## src/rtl/game_timer_score.sv

```systemverilog
// -----------------------------------------------------------------------------
// game_timer_score
//   Game sequencer for the whack-a-mole display. It owns the countdown timer
//   (BCD seconds plus tenths) and the hit score (BCD 000-999), and it drives
//   the NUM / point / nothing inputs of six 7-segment digit decoders.
//
// Ports
//   CLK          system clock, rising edge
//   RST_N        synchronous active-low reset
//   START        one-cycle pulse: start a new game (honoured in IDLE/OVER)
//   HIT          one-cycle pulse: one mole hit (counted in RUN only)
//   PAUSE        level: freezes timer and prescaler while high
//   DIG_NUM      {d5,d4,d3,d2,d1,d0} BCD, d5..d3 = SS.t, d2..d0 = score
//   DIG_POINT    per-digit decimal point, active-low (only d4 lit)
//   DIG_NOTHING  per-digit dash request
//   RUNNING      state is RUN
//   GAME_OVER    state is OVER
// -----------------------------------------------------------------------------
module game_timer_score #(
  parameter int CLK_HZ       = 50_000_000,
  parameter int GAME_SECONDS = 60
) (
  input  logic        CLK,
  input  logic        RST_N,
  input  logic        START,
  input  logic        HIT,
  input  logic        PAUSE,
  output logic [23:0] DIG_NUM,
  output logic [5:0]  DIG_POINT,
  output logic [5:0]  DIG_NOTHING,
  output logic        RUNNING,
  output logic        GAME_OVER
);

  // One tick every tenth of a second.
  localparam int PRE_CNT = CLK_HZ / 10;
  localparam int PRE_W   = (PRE_CNT > 1) ? $clog2(PRE_CNT) : 1;
  localparam logic [PRE_W-1:0] PRE_LAST = PRE_W'(PRE_CNT - 1);

  localparam logic [3:0] LOAD_TENS  = 4'(GAME_SECONDS / 10);
  localparam logic [3:0] LOAD_UNITS = 4'(GAME_SECONDS % 10);

  typedef enum logic [1:0] {
    S_IDLE   = 2'd0,
    S_RUN    = 2'd1,
    S_PAUSED = 2'd2,
    S_OVER   = 2'd3
  } state_t;

  state_t state, state_nx;

  logic [PRE_W-1:0] pre;
  logic [3:0]       sec_tens, sec_units, tenths;
  logic [3:0]       sc_hund, sc_tens, sc_units;

  logic tick;        // prescaler terminal count while running
  logic last_tick;   // the tick that takes the timer from 00.1 to 00.0
  logic timer_zero;
  logic score_max;
  logic load;        // new game: reload timer, clear score and prescaler

  assign tick       = (state == S_RUN) && (pre == PRE_LAST);
  assign timer_zero = (sec_tens == 4'd0) && (sec_units == 4'd0) && (tenths == 4'd0);
  assign last_tick  = tick && (sec_tens == 4'd0) && (sec_units == 4'd0) && (tenths == 4'd1);
  assign score_max  = (sc_hund == 4'd9) && (sc_tens == 4'd9) && (sc_units == 4'd9);

  // ---------------------------------------------------------------------------
  // State register
  // ---------------------------------------------------------------------------
  always_ff @(posedge CLK) begin
    if (!RST_N) state <= S_IDLE;
    else        state <= state_nx;
  end

  // ---------------------------------------------------------------------------
  // Next state. The final tick wins over PAUSE so the game always ends on time.
  // ---------------------------------------------------------------------------
  always_comb begin
    state_nx = state;
    load     = 1'b0;
    case (state)
      S_IDLE, S_OVER: begin
        if (START) begin
          state_nx = S_RUN;
          load     = 1'b1;
        end
      end
      S_RUN: begin
        if (last_tick)  state_nx = S_OVER;
        else if (PAUSE) state_nx = S_PAUSED;
      end
      S_PAUSED: begin
        if (!PAUSE) state_nx = S_RUN;
      end
      default: state_nx = S_IDLE;
    endcase
  end

  // ---------------------------------------------------------------------------
  // Prescaler, timer and score. A START in IDLE/OVER reloads everything, and
  // any HIT on that same edge is dropped because the load takes precedence.
  // ---------------------------------------------------------------------------
  always_ff @(posedge CLK) begin
    if (!RST_N) begin
      pre       <= '0;
      sec_tens  <= LOAD_TENS;
      sec_units <= LOAD_UNITS;
      tenths    <= 4'd0;
      sc_hund   <= 4'd0;
      sc_tens   <= 4'd0;
      sc_units  <= 4'd0;
    end else if (load) begin
      pre       <= '0;
      sec_tens  <= LOAD_TENS;
      sec_units <= LOAD_UNITS;
      tenths    <= 4'd0;
      sc_hund   <= 4'd0;
      sc_tens   <= 4'd0;
      sc_units  <= 4'd0;
    end else if (state == S_RUN) begin
      pre <= tick ? '0 : pre + 1'b1;

      // BCD down-count with borrow; the zero guard keeps it at 00.0.
      if (tick && !timer_zero) begin
        if (tenths != 4'd0) begin
          tenths <= tenths - 4'd1;
        end else begin
          tenths <= 4'd9;
          if (sec_units != 4'd0) begin
            sec_units <= sec_units - 4'd1;
          end else begin
            sec_units <= 4'd9;
            sec_tens  <= sec_tens - 4'd1;
          end
        end
      end

      // BCD up-count with carry, saturating at 999.
      if (HIT && !score_max) begin
        if (sc_units != 4'd9) begin
          sc_units <= sc_units + 4'd1;
        end else begin
          sc_units <= 4'd0;
          if (sc_tens != 4'd9) begin
            sc_tens <= sc_tens + 4'd1;
          end else begin
            sc_tens <= 4'd0;
            sc_hund <= sc_hund + 4'd1;
          end
        end
      end
    end else if (state != S_PAUSED) begin
      // IDLE and OVER keep the prescaler parked at zero.
      pre <= '0;
    end
  end

  // ---------------------------------------------------------------------------
  // Display outputs, decoded straight from registers.
  // ---------------------------------------------------------------------------
  assign DIG_NUM   = {sec_tens, sec_units, tenths, sc_hund, sc_tens, sc_units};
  assign DIG_POINT = 6'b101111;

  always_comb begin
    DIG_NOTHING = 6'b000000;
    if (state == S_OVER) begin
      DIG_NOTHING[5:3] = 3'b111;
    end else begin
      DIG_NOTHING[5] = (sec_tens == 4'd0);
    end
    // Leading-zero suppression on the score; units always shown.
    DIG_NOTHING[2] = (sc_hund == 4'd0);
    DIG_NOTHING[1] = (sc_hund == 4'd0) && (sc_tens == 4'd0);
  end

  assign RUNNING   = (state == S_RUN);
  assign GAME_OVER = (state == S_OVER);

endmodule

```

## config.mk

```make
export PLATFORM = sky130hd
export DESIGN_NAME = game_timer_score
export DESIGN_NICKNAME = d
export VERILOG_FILES = /design/src/rtl/game_timer_score.sv
export SDC_FILE = /design/constraint.sdc
export NUM_CORES = 1
export LEC_CHECK = 0
export CAP_MARGIN = 40
export CORE_UTILIZATION = 54
export DETAILED_ROUTE_END_ITERATION = 7
export HOLD_SLACK_MARGIN = 0.03
export PLACE_DENSITY = 0.89
export RECOVER_POWER = 100
export SKIP_LAST_GASP = 1
export SYNTH_ARGS = -nofsm -noshare
export SYNTH_HDL_FRONTEND = slang
export SYNTH_SLANG_ARGS = --single-unit
```

## constraint.sdc

```tcl
create_clock -name CLK -period 2.6 [get_ports CLK]
set_input_delay 0.52 -clock CLK [delete_from_list [all_inputs] [get_ports CLK]]
set_output_delay 0.52 -clock CLK [all_outputs]
set_load 0.005 [all_outputs]
```

==> results by group, run 1 <==
Timing
  • Setup-failing EPs final: 0
  • Final Max Slew Viols: 0
  • Worst Setup Slack, final: 0.167 ns
  • Final hold vios: 0
  • Final Critical Period: 2.43 ns
  • Hold WS: 0.477 ns
  • Tcrit/Tclk final: 0.936
  • Clock skew: 0.00863 ns
  • Max Freq: 411 MHz
  • Setup TNS: 0 ns
  • RSZ-0062 raised after global routing: no
  • Slew @ Worst Pin: 0.559 ns
  • Rel. slew slack: 0.625

Clocking
  • Clock transition at the registers of the reported paths: 0.09 ns
  • Root Driver: clkbuf_8
  • H-tree levels: 2
  • CTS tree: built
  • CTS Buffer Depth: 2
  • Clock buffer count from CTS: 5
  • Post CTS Setup Buffer Count: 0
  • Clock sink count: 49
  • CTS resizes: 0
  • CTS Hold Bufs: 0
  • Clk Latency, worst-skew pair: 0.31 ns

Placement
  • Routability cong.: 0.944
  • Final HPWL DP: 4.38 mm
  • Port Buffers: 35
  • Dpl cells: 438
  • Dpl ws: 0.215 ns
  • Placed Area: 0.00319 mm2

Pwr
  • Leak Pwr: 1.17 nW
  • Psw: 0.398 mW
  • PnR Total Power: 1.41 mW
  • Cell Pwr Density: 436 mW/mm2
  • Clk pwr share: 0.313
  • Flop pwr share: 0.545
  • Switching Share: 0.281
  • Peak VDD IR: 0.000231 V
  • Gate power share: 0.141
  • Pint: 1.02 mW

Global routing
  • Total grt overflow: 0
  • First-pass GRT wire length: 10.4 mm
  • Global-route usage over all layers: 0.247
  • Vias in the first global route: 2310
  • Initial antenna violation count: 0
  • Pin count of the biggest net entering global routing: 23

Synthesis
  • Syn Area/Cell: 8.10 um2
  • Sequential share of the synthesized area: 0.359
  • Primary FF master, synth: dfxtp_1
  • Asr flop ratio synth: 0
  • Post-synth top area cell: dfxtp_1
  • Seq cells post-synth: 49
  • Synth top area share: 0.359
  • Mapped cell area: 0.00273 mm2
  • Synth cell types: 47
  • List of most frequent post-synthesis cells: dfxtp_1 (49), nand2_1 (39), nor2_1 (35)
  • Top post-synthesis cells by area: dfxtp_1 (36%), nand2_1 (5.4%), nor2_1 (4.8%)
  • Synth warnings: 0
  • Count leader, synth: dfxtp_1
  • Post-synth EDFFs: 0
  • Gate count of the mapped netlist: 337

Drt
  • Avg WL per Cell: 13.8 um
  • Vias per inst: 5.80
  • DR vias: 2585
  • Routed Antenna Nets: 0
  • Drt total wl: 6.16 mm
  • DRT Pass-1 Iters: 4
  • Remaining DRCs: 0
  • DR iter-0 viols: 325

Worst setup path
  • Reg2reg start: pre[6]
  • Crit path cell chain: or4b_1 > or4_4 > or4_4 > o41ai_1 > a21oi_1
  • R2R setup slack: 0.17 ns
  • Required @ worst endpoint: 2.80 ns
  • CP startpoint: pre[6]
  • Critical Path End: sec_units[3]
  • Crit path DAT: 2.63 ns
  • Critical path buffers and inverters: 0
  • Most Frequent Cell on Critical Path: or4_4
  • Slowest-stage cell, CP: or4b_1
  • Reg-to-Reg End: sec_units[3]
  • Slowest stage delay, CP: 0.56 ns
  • Critical path class: register to register
  • Cell count along the critical path: 5
  • Setup crit end kind: register
  • Worst Path Max Fanout: 6
  • Crit path launch type: register
  • Worst path top cell family by delay: simple AND/OR/NAND/NOR gates
  • R2R cell count: 5

Die
  • Number of I/O pins: 43
  • Die Ht: 73.1 um
  • Core area: 0.00479 mm2
  • Die W: 73.1 um
  • Site row count: 25
  • DIE AREA: 0.00535 mm2
  • Initial Util: 0.571

Layout
  • Fin nets: 393
  • Fill cells: 393
  • Design area: 0.00324 mm2
  • Final Util: 0.678
  • Layout Cells excl Fill: 446
  • Number of diodes: 0
  • Area Growth Syn to Fin: 18.8%
  • Share of post-route cells with drive strength above 1: 0.0660

Job
  • Total of max-cap violations: 0

Hold path
  • Worst Hold Class: register to register

Run status
  • Status: finished, final reports clean
## sequential cells by signal, summed over array words and instances, names as in the netlist
name       count
sc_hund        4
state          2
pre           23
sc_units       4
sec_units      4
sc_tens        4
sec_tens       4
tenths         4
## tightest hold or removal path: cells and delay by family, from the launching register on
family	cells	cell delay [ns]
multiplexers	1	0.06
flip-flops	1	0.32
AND/OR/NAND/NOR	1	0.05
## worst min-delay path by stage
stage	startpoint	cells past startpoint	to
detailed placement	sec_tens[3]	2	sec_tens[3]
global route	sec_tens[3]	2	sec_tens[3]
CTS	sec_tens[3]	2	sec_tens[3]
global placement	sec_tens[3]	2	sec_tens[3]
floorplan	sec_tens[3]	2	sec_tens[3]
finish	sec_tens[3]	2	sec_tens[3]
## kinds of logic after synthesis
| logic type | count (synthesis) | share of synthesized area |
|---|---|---|
| simple gates | 181 | 0.366 |
| flops | 49 | 0.359 |
| compound gates | 40 | 0.0889 |
| buf+inv | 30 | 0.0536 |
| xor+xnor | 18 | 0.0577 |
| fa+ha+maj | 10 | 0.0458 |
| mux | 7 | 0.0257 |
| other cells | 2 | 0.00275 |
## per-layer routing
metal	part of all wire	wire length, um	GRT usage
met5	0	0	0
met4	0.020	122	0.118
met3	0.073	448	0.0525
met2	0.47	2880	0.380
met1	0.44	2710	0.328
## area by class of cell
| class | count | area [um2] | area share |
|---|---|---|---|
| Timing Repair Buffer | 47 | 438 | 0.135 |
| Multi-Input combinational cell | 263 | 1610 | 0.496 |
| Sequential cell | 49 | 981 | 0.302 |
| Clock inverter | 3 | 17.5 | 0.00540 |
| Tap cell | 67 | 83.8 | 0.0258 |
| Clock buffer | 5 | 68.8 | 0.0212 |
| Inverter | 12 | 45.0 | 0.0139 |
## layout by cell type, fill, tap and decap left out, drive strengths merged, types with 8 or more instances in the layout
master,n
clkbuf,9
nand2,39
o21ai,8
nand4,9
buf,8
a31oi,12
xnor2,10
or4,10
inv,12
ha,10
nand3,24
nor3,10
dfxtp,49
xor2,8
dlygate4sd3,30
a21oi,13
nor2,35
## power groups by stage
stage	Clock [mW]	Combinational (mW)	Sequential, mW
after global placement	0	0.200	0.788
after detailed placement	0	0.205	0.789
after floorplan	0	0.125	0.786
after CTS	0.449	0.207	0.771
final	0.443	0.200	0.771
after global routing	0.484	0.221	0.774
(Power assumes the default switching activity.)
==> inputs of run 2 (changes only) <==
- CTS_CLUSTER_DIAMETER: unset -> 30
- PLACE_DENSITY: 0.89 -> 0.8
==> run 2 against run 1 <==
  * Count of clock-buffer cells in the layout is 1 higher
  * Sequential share of layout area is 0.20 points higher
  * Global-route usage is 0.094 points lower
  * Critical endpoint is now sec_units[0]
  * Register-to-register slack better by 0.04 ns
  * Utilization is 0.44 points lower
==> results by group, run 2 (same netlist as run 1, synthesis figures left out) <==
Hold path
  • Worst Hold Class: register to register
  • Hold path cells: 2
  • HP Start: sec_tens[3]
  • Hold endpoint: sec_tens[3]

Clocking
  • CTS Hold Bufs: 0
  • CTS resizes: 0
  • Post CTS Setup Buffer Count: 0
  • CTS Buffer Depth: 2
  • Clk Latency, worst-skew pair: 0.31 ns
  • H-tree levels: 2
  • Clock sink count: 49
  • CTS tree: built
  • Clock transition at the registers of the reported paths: 0.09 ns
  • Root Driver: clkbuf_8
  • Clock buffer count from CTS: 5

Job
  • Total of max-cap violations: 0

Worst setup path
  • R2R setup slack: 0.20 ns
  • R2R cell count: 5
  • Slowest-stage cell, CP: nor4_2
  • Critical path class: register to register
  • Crit path launch type: register
  • Critical path buffers and inverters: 0
  • Setup crit end kind: register
  • Reg-to-Reg End: sec_units[0]
  • Reg2reg start: pre[6]
  • Crit path cell chain: or4b_1 > or4_4 > nor4_2 > nand3b_1 > mux2i_1
  • Worst Path Max Fanout: 7
  • Required @ worst endpoint: 2.81 ns
  • Crit path DAT: 2.61 ns
  • Slowest stage delay, CP: 0.56 ns
  • Worst path top cell family by delay: simple AND/OR/NAND/NOR gates

Pwr
  • Cell Pwr Density: 439 mW/mm2
  • Peak VDD IR: 0.000261 V
  • Leak Pwr: 1.16 nW

Drt
  • Avg WL per Cell: 13.7 um
  • Remaining DRCs: 0
  • Drt total wl: 6.09 mm
  • DR vias: 2527
  • Routed Antenna Nets: 0
  • DRT Pass-1 Iters: 4
  • Vias per inst: 5.67
  • DR iter-0 viols: 126

Timing
  • Slew @ Worst Pin: 0.723 ns
  • Tcrit/Tclk final: 0.922
  • Setup TNS: 0 ns
  • Rel. slew slack: 0.518
  • Final hold vios: 0
  • RSZ-0062 raised after global routing: no
  • Setup-failing EPs final: 0
  • Final Critical Period: 2.40 ns
  • Max Freq: 417 MHz
  • Final Max Slew Viols: 0
  • Clock skew: 0.00899 ns

Die
  • DIE AREA: 0.00535 mm2
  • Initial Util: 0.571
  • Die W: 73.1 um
  • Core area: 0.00479 mm2
  • Number of I/O pins: 43
  • Site row count: 25
  • Die Ht: 73.1 um

Layout
  • Number of diodes: 0
  • Most common library cell in the layout ignoring fill and taps: dfxtp_1
  • Reg area: 981 um2
  • Largest register FFs: 23
  • Share of post-route cells with drive strength above 1: 0.0633
  • Most frequent cells in the layout: dfxtp_1 (49), nand2_1 (39), nor2_1 (35)
  • Fin nets: 393
  • Largest Register: pre
  • Fill cells: 426
  • Multi-input gate area: 0.00161 mm2
  • Layout Cells excl Fill: 446
  • Area Growth Syn to Fin: 18.0%

Global routing
  • Initial antenna violation count: 0
  • Vias in the first global route: 2301
  • Global-route usage over all layers: 0.246
  • Total grt overflow: 0
  • Pin count of the biggest net entering global routing: 16
  • First-pass GRT wire length: 10.3 mm

Placement
  • Final HPWL DP: 4.37 mm
  • Dpl cells: 438
  • Routability cong.: 0.858
  • Port Buffers: 35

Run status
  • Status: finished, final reports clean
-- run 2: stage by stage --
stage	cell area, um2	hold WS (ns)	setup WS, ns	utilization	power (mW)
6_report	3220	0.487	0.204	0.673	1.41
5_1_grt	3220	0.506	0.0724	0.673	1.48
4_1_cts	3260	0.492	0.197	0.680	1.43
3_5_place_dp	3170	0.475	0.285	0.663	0.987
3_3_place_gp	3170	0.466	0.300	0.663	0.982
2_1_floorplan	2750	0.467	0.356	-	0.911
-- run 2: where the power goes --
| part | switching (mW) | total, mW | leakage, nW | internal (mW) |
|---|---|---|---|---|
| clock network | 0.261 | 0.448 | 0.0450 | 0.187 |
| logic | 0.126 | 0.195 | 0.720 | 0.0687 |
| registers | 0.0116 | 0.771 | 0.395 | 0.759 |
| total | 0.399 | 1.41 | 1.16 | 1.02 |
-- run 2: per-layer routing --
layer  global-route usage  vias to the layer above  share of wire  wire, um
met4                0.109                        0          0.013        79
li1                     -                     1269              -         -
met2                0.404                       73           0.47      2870
met1                0.316                     1178           0.47      2840
met3               0.0401                        7          0.050       305
met5                    0                        -              0         0
-- run 2: area by class of cell --
type,instances,share of cell area
clock buffers,6,0.0225
clock inverters,2,0.00311
inverters,12,0.0140
multi-input cells,263,0.499
flip-flops and latches,49,0.304
well taps,67,0.0260
repair buffers,47,0.131
-- run 2: worst max-delay path by stage --
stage                           to  slack (ns)       start  cells after the start
detailed placement    sec_units[3]        0.29      pre[6]                      5
CTS                 DIG_NOTHING[1]        0.20  sc_hund[0]                      5
global route          sec_units[0]        0.07      pre[6]                      5
global placement         tenths[3]        0.30      pre[6]                      5
finish                sec_units[0]        0.20      pre[6]                      5
floorplan             sec_units[3]        0.36      pre[6]                      5
-- run 2: worst reg2reg max path: stages (launching register included) --
cell      delay, ns
dfxtp_1        0.37
or4b_1         0.55
or4_4          0.45
nor4_2         0.56
nand3b_1       0.22
mux2i_1        0.16
==> inputs of run 3 (changes only) <==
- MAX_ROUTING_LAYER: unset -> met4
- SLEW_MARGIN: unset -> 20
==> run 3 against run 2 <==
  * Clock skew about the same
  * Combinational power about the same
  * Largest power group unchanged
  * Design area did not move
==> results by group, run 3 (same netlist as run 1, synthesis figures left out) <==
Run status
  • Status: finished, final reports clean

Worst setup path
  • Slowest-stage cell, CP: or4b_1
  • R2R cell count: 5
  • Worst path top cell family by delay: simple AND/OR/NAND/NOR gates
  • R2R setup slack: 0.21 ns
  • Required @ worst endpoint: 2.81 ns
  • Worst Path Max Fanout: 7
  • Slowest stage delay, CP: 0.55 ns
  • Critical path class: register to register
  • Cell count along the critical path: 5
  • Setup crit end kind: register
  • Crit path DAT: 2.60 ns
  • Crit path cell chain: or4b_1 > or4_4 > nor4_2 > nand3b_1 > mux2i_1
  • Crit path launch type: register
  • Critical path buffers and inverters: 0

Die
  • Number of I/O pins: 43
  • Site row count: 25
  • Core area: 0.00479 mm2
  • Die Ht: 73.1 um
  • Die W: 73.1 um
  • Initial Util: 0.571
  • DIE AREA: 0.00535 mm2

Placement
  • Final HPWL DP: 4.37 mm
  • Port Buffers: 35
  • Routability cong.: 0.872

Timing
  • Setup TNS: 0 ns
  • Slew @ Worst Pin: 0.698 ns
  • Hold WS: 0.487 ns
  • Final Max Slew Viols: 0
  • Clock skew: 0.00850 ns
  • Final hold vios: 0
  • Tcrit/Tclk final: 0.920
  • Max Freq: 418 MHz
  • Setup-failing EPs final: 0
  • RSZ-0062 raised after global routing: no
  • Rel. slew slack: 0.535
  • Final Critical Period: 2.39 ns

Job
  • Total of max-cap violations: 0

Global routing
  • First-pass GRT wire length: 10.3 mm
  • Total grt overflow: 0
  • Global-route usage over all layers: 0.253
  • Initial antenna violation count: 0
  • Vias in the first global route: 2302
  • Pin count of the biggest net entering global routing: 16

Layout
  • Fill cells: 426
  • Most frequent cells in the layout: dfxtp_1 (49), nand2_1 (39), nor2_1 (35)
  • Share of post-route cells with drive strength above 1: 0.0633
  • Reg area: 981 um2
  • Number of diodes: 0
  • Most common library cell in the layout ignoring fill and taps: dfxtp_1
  • Area Growth Syn to Fin: 18.0%
  • Largest Register: pre
  • Largest register FFs: 23
  • Fin nets: 393
  • Multi-input gate area: 0.00161 mm2

Hold path
  • Worst Hold Class: register to register
  • Hold path cells: 2

Drt
  • DRT Pass-1 Iters: 4
  • Vias per inst: 5.64
  • Routed Antenna Nets: 0
  • Avg WL per Cell: 13.7 um
  • Drt total wl: 6.10 mm
  • Remaining DRCs: 0
  • DR iter-0 viols: 144
  • DR vias: 2517

Clocking
  • CTS tree: built
  • CTS Hold Bufs: 0
  • CTS resizes: 0
  • Clock sink count: 49
  • Clock transition at the registers of the reported paths: 0.09 ns
  • Clock buffer count from CTS: 5
  • CTS Buffer Depth: 2
  • Clk Latency, worst-skew pair: 0.31 ns
  • Root Driver: clkbuf_8
  • H-tree levels: 2
  • Post CTS Setup Buffer Count: 0

Pwr
  • Pint: 1.02 mW
  • Cell Pwr Density: 439 mW/mm2
  • Gate power share: 0.138
  • Peak VDD IR: 0.000261 V
  • Switching Share: 0.282
  • PnR Total Power: 1.41 mW
  • Leak Pwr: 1.16 nW
  • Flop pwr share: 0.545
  • Psw: 0.399 mW
  • Clk pwr share: 0.317
-- run 3: per-stage QoR --
stage / instances / utilization / cell area, um2 / setup WS, ns
detailed placement: 438 / 0.663 / 3170 / 0.285
floorplan: 342 / - / 2750 / 0.356
global placement: 438 / 0.663 / 3170 / 0.300
CTS: 446 / 0.680 / 3260 / 0.197
global route: 446 / 0.673 / 3220 / 0.0723
finish: 446 / 0.673 / 3220 / 0.207
-- run 3: cell type report --
class                           count  area share
Inverter                           12      0.0140
Clock inverter                      2     0.00311
Multi-Input combinational cell    263       0.499
Timing Repair Buffer               47       0.131
Sequential cell                    49       0.304
Clock buffer                        6      0.0225
Tap cell                           67      0.0260
-- run 3: final timing paths --
path | endpoint | startpoint
worst max-delay path | sec_units[0] | pre[6]
worst min-delay path | sec_tens[3] | sec_tens[3]
worst max register to register | sec_units[0] | pre[6]
worst min register to register | sec_tens[3] | sec_tens[3]
-- run 3: worst register-to-register path, stage by stage (launching register included) --
cell and delay, ns:
dfxtp_1 0.37, or4b_1 0.55, or4_4 0.45, nor4_2 0.56
nand3b_1 0.21, mux2i_1 0.16
-- run 3: power by group through the flow --
stage	clock, mW	combinational (mW)	sequential [mW]
4_1_cts	0.458	0.202	0.770
5_1_grt	0.486	0.219	0.773
3_3_place_gp	0	0.194	0.788
6_report	0.449	0.195	0.771
3_5_place_dp	0	0.199	0.788
2_1_floorplan	0	0.125	0.786
-- run 3: per-layer routing --
metal | GRT usage | vias up | share of wire
met2 | 0.404 | 79 | 0.47
met1 | 0.317 | 1165 | 0.46
met4 | 0.0893 | 0 | 0.0082
met5 | - | - | 0
met3 | 0.0525 | 7 | 0.063
li1 | - | 1266 | -
==> RTL edit (config.mk and constraints of run 2) <==
Encoding of `state_t`: now one-hot (4 bits for 4 states).
--- a/src/rtl/game_timer_score.sv
+++ b/src/rtl/game_timer_score.sv
@@ -40,11 +40,11 @@
   localparam logic [3:0] LOAD_TENS  = 4'(GAME_SECONDS / 10);
   localparam logic [3:0] LOAD_UNITS = 4'(GAME_SECONDS % 10);
 
-  typedef enum logic [1:0] {
-    S_IDLE   = 2'd0,
-    S_RUN    = 2'd1,
-    S_PAUSED = 2'd2,
-    S_OVER   = 2'd3
+  typedef enum logic [3:0] {
+    S_IDLE   = 4'b0001,
+    S_RUN    = 4'b0010,
+    S_PAUSED = 4'b0100,
+    S_OVER   = 4'b1000
   } state_t;
 
   state_t state, state_nx;
Check against the original RTL: no difference found for any inputs over 10 cycles, from zero or initial values and one cycle with RST_N low; not proved beyond that.
==> RTL edit against run 2 <==
Combinational power fell by 39%. Total power fell by 2.3%. Global-route usage fell by 0.27 points. Clock skew rose by 0.0011 ns. Final area rose by 5.0%. Sequential power rose by 3.9%. Setup slack got worse by 0.10 ns. Sequential cell count rose by 2. Register-to-register slack improved by 0.07 ns. Maximum frequency fell by 4.1%. Utilization fell by 1.5 points. Count of clock-buffer cells in the layout fell by 1. Synthesized area rose by 6.0%. Routed wire length rose by 7.9%. Critical path type is now register to primary output. Largest power group unchanged. Highest routed layer unchanged.
==> RTL edit: results (changes against run 2) <==
detailed placement HPWL -> 4710 um (+7.7%)
GRT Total Usage -> 24.3% (-0.27 points)
Clock Latency Late Sink -> 0.31 ns (about the same)
Final nets -> 399 (+1.5%)
synthesis warning total -> 0 (unchanged)
Synth area leaders -> sky130_fd_sc_hd__dfxtp_1, sky130_fd_sc_hd__nor2_1, sky130_fd_sc_hd__nand2_1
number of H-tree levels -> 2 (unchanged)
initial drt markers -> 175 (+39%)
antenna diode instance count -> 0 (unchanged)
Largest stage delay, worst path -> 0.57 ns
fraction of registers with async set or reset after synthesis -> 0% (unchanged)
relative max-transition margin -> 49.1% (-2.7 points)
number of vias in the routed layout -> 2,723 (+7.8%)
fraction of final layout cells with drive strength greater than 1 -> 7.46% (+1.1 points)
wire length of the first global-routing pass -> 10,700 um (+3.6%)
Pre-Repair DR Iteration Count -> 5 (+1)
via count of the first global-routing pass -> 2,384 (+3.6%)
clock slew at the register clock pins of the worst setup and hold paths -> 0.09 ns (about the same)
Leakage -> 1.22 nW (+5.2%)
kind of cell adding the most delay to the critical path -> buffers and inverters
Reg with most FFs -> pre
max reg flops -> 23 (unchanged)
critical path arrival -> 1.98 ns (-0.63 ns)
hold violation total from the final report -> 0 (unchanged)
clock tree buffer depth -> 2 (unchanged)
critical-path maximum fanout -> 9 (+2)
clock root buffer -> sky130_fd_sc_hd__clkbuf_8
commonest cells in the netlist -> sky130_fd_sc_hd__dfxtp_1, sky130_fd_sc_hd__nor2_1, sky130_fd_sc_hd__nand2_1, sky130_fd_sc_hd__a21oi_1, sky130_fd_sc_hd__o21ai_0
buffers added on ports -> 35 (unchanged)
routed length per placed instance -> 14.3 um (+4.8%)
final clock skew -> 0.0101 ns (+0.00112 ns)
outcome -> finished, final reports clean
critical path's slowest cell -> sky130_fd_sc_hd__or4b_4
maximum resistive drop on vdd -> 218 uV (-16%)
maximum number of pins on one net before global-route repair -> 18 (+2)
fillcell total -> 478 (+12%)
final estimated routing congestion in global placement -> 0.915 (+6.6%)
area of placed instances -> 3320 um2 (+4.7%)
antenna violations before repair -> 0 (unchanged)
DRC errors left -> 0 (unchanged)
post-route ant nets -> 0 (unchanged)
buffer count from post-CTS setup fixing -> 0 (unchanged)
Worst Hold Class -> register to register
worst setup timing slack at the placement stage -> 0.300 ns (+0.0147 ns)
sequential share of the synthesized area -> 35.3% (-0.65 points)
number of buffers inserted during clock tree synthesis -> 5 (unchanged)
total setup violations reported at the end of the flow -> 0 (unchanged)
number of distinct standard cells referenced by the synthesized netlist -> 62 (+32%)
Primary FF master, synth -> sky130_fd_sc_hd__dfxtp_1
## RTL edit: cell count changes after synthesis, sizes merged, moves of 3 or more
| cell | change |
|---|---|
| nand3 | -10 |
| nand2 | -9 |
| o21ai | +9 |
| buf | +6 |
| and4 | +5 |
| a21oi | +4 |
| ha | -4 |
| nor4 | +4 |
| and2 | +3 |
| mux2i | -3 |
| o211ai | +3 |
## RTL edit: cell families (layout without fill, tap and decap cells)
logic type               after synthesis  after routing  share of synthesized area [%]
adder cells (fa/ha/maj)                6              6                           2.59
XOR/XNOR                              17             17                           5.14
multiplexers                           4              4                           1.38
AND/OR/NAND/NOR                      164            164                           32.0
buffers and inverters                 34             69                           6.40
flip-flops                            51             51                           35.3
other                                  2              7                          0.259
AO/OA/AOI/OAI                         71             71                           17.0
## RTL edit: cell type report
cell class / count / area [um2] / share of cell area, %
clock buffer: 5 / 68.8 / 2.03
tap: 70 / 87.6 / 2.59
inverter: 12 / 50.0 / 1.48
sequential: 51 / 1020 / 30.2
timing repair buffer: 49 / 433 / 12.8
clock inverter: 3 / 20.0 / 0.592
multi-input combinational: 269 / 1700 / 50.3
## RTL edit: through the flow
step	hold WS [ns]	instances
after floorplan	0.447	354
after global placement	0.472	450
after detailed placement	0.474	451
after CTS	0.496	459
after global routing	0.513	459
final	0.496	459
## RTL edit: path summary, 6_finish.rpt
path                            slack [ns]  cells after the start       to     start
worst max-delay path                  0.10                      3  RUNNING  state[1]
worst min-delay path                  0.50                      1  pre[21]   pre[21]
worst max register to register        0.27                      8   pre[0]    pre[0]
worst min register to register        0.50                      1  pre[21]   pre[21]
## RTL edit: power breakdown
part / internal [mW] / switching [mW] / leakage [nW] / total [mW]
sequential: 0.788 / 0.0129 / 0.411 / 0.801
combinational: 0.0444 / 0.0734 / 0.769 / 0.118
clock: 0.188 / 0.275 / 0.0402 / 0.463
## RTL edit: timing repair
action,in CTS,in global routing
hold endpoints to repair,0,0
endpoints found under the setup margin,1,1
pin swaps,0,0
resized for setup,1,1
## RTL edit: worst register-to-register path, cell delays in order, from the launching register on
cell                       delay [ns]
sky130_fd_sc_hd__dfxtp_1         0.37
sky130_fd_sc_hd__ha_1            0.22
sky130_fd_sc_hd__nand4_1         0.17
sky130_fd_sc_hd__nor4_1          0.31
sky130_fd_sc_hd__buf_4           0.19
sky130_fd_sc_hd__a21oi_1         0.09
sky130_fd_sc_hd__o21ai_0         0.31
sky130_fd_sc_hd__clkbuf_1        0.45
sky130_fd_sc_hd__nor2_1          0.10
## RTL edit: routing by layer
metal	track usage, %	part of all wire [%]	vias to the layer above
met1	32.1	47	1287
li1	-	-	1351
met5	0	0	-
met4	9.47	1.1	0
met3	4.69	5.1	5
met2	39.3	47	80
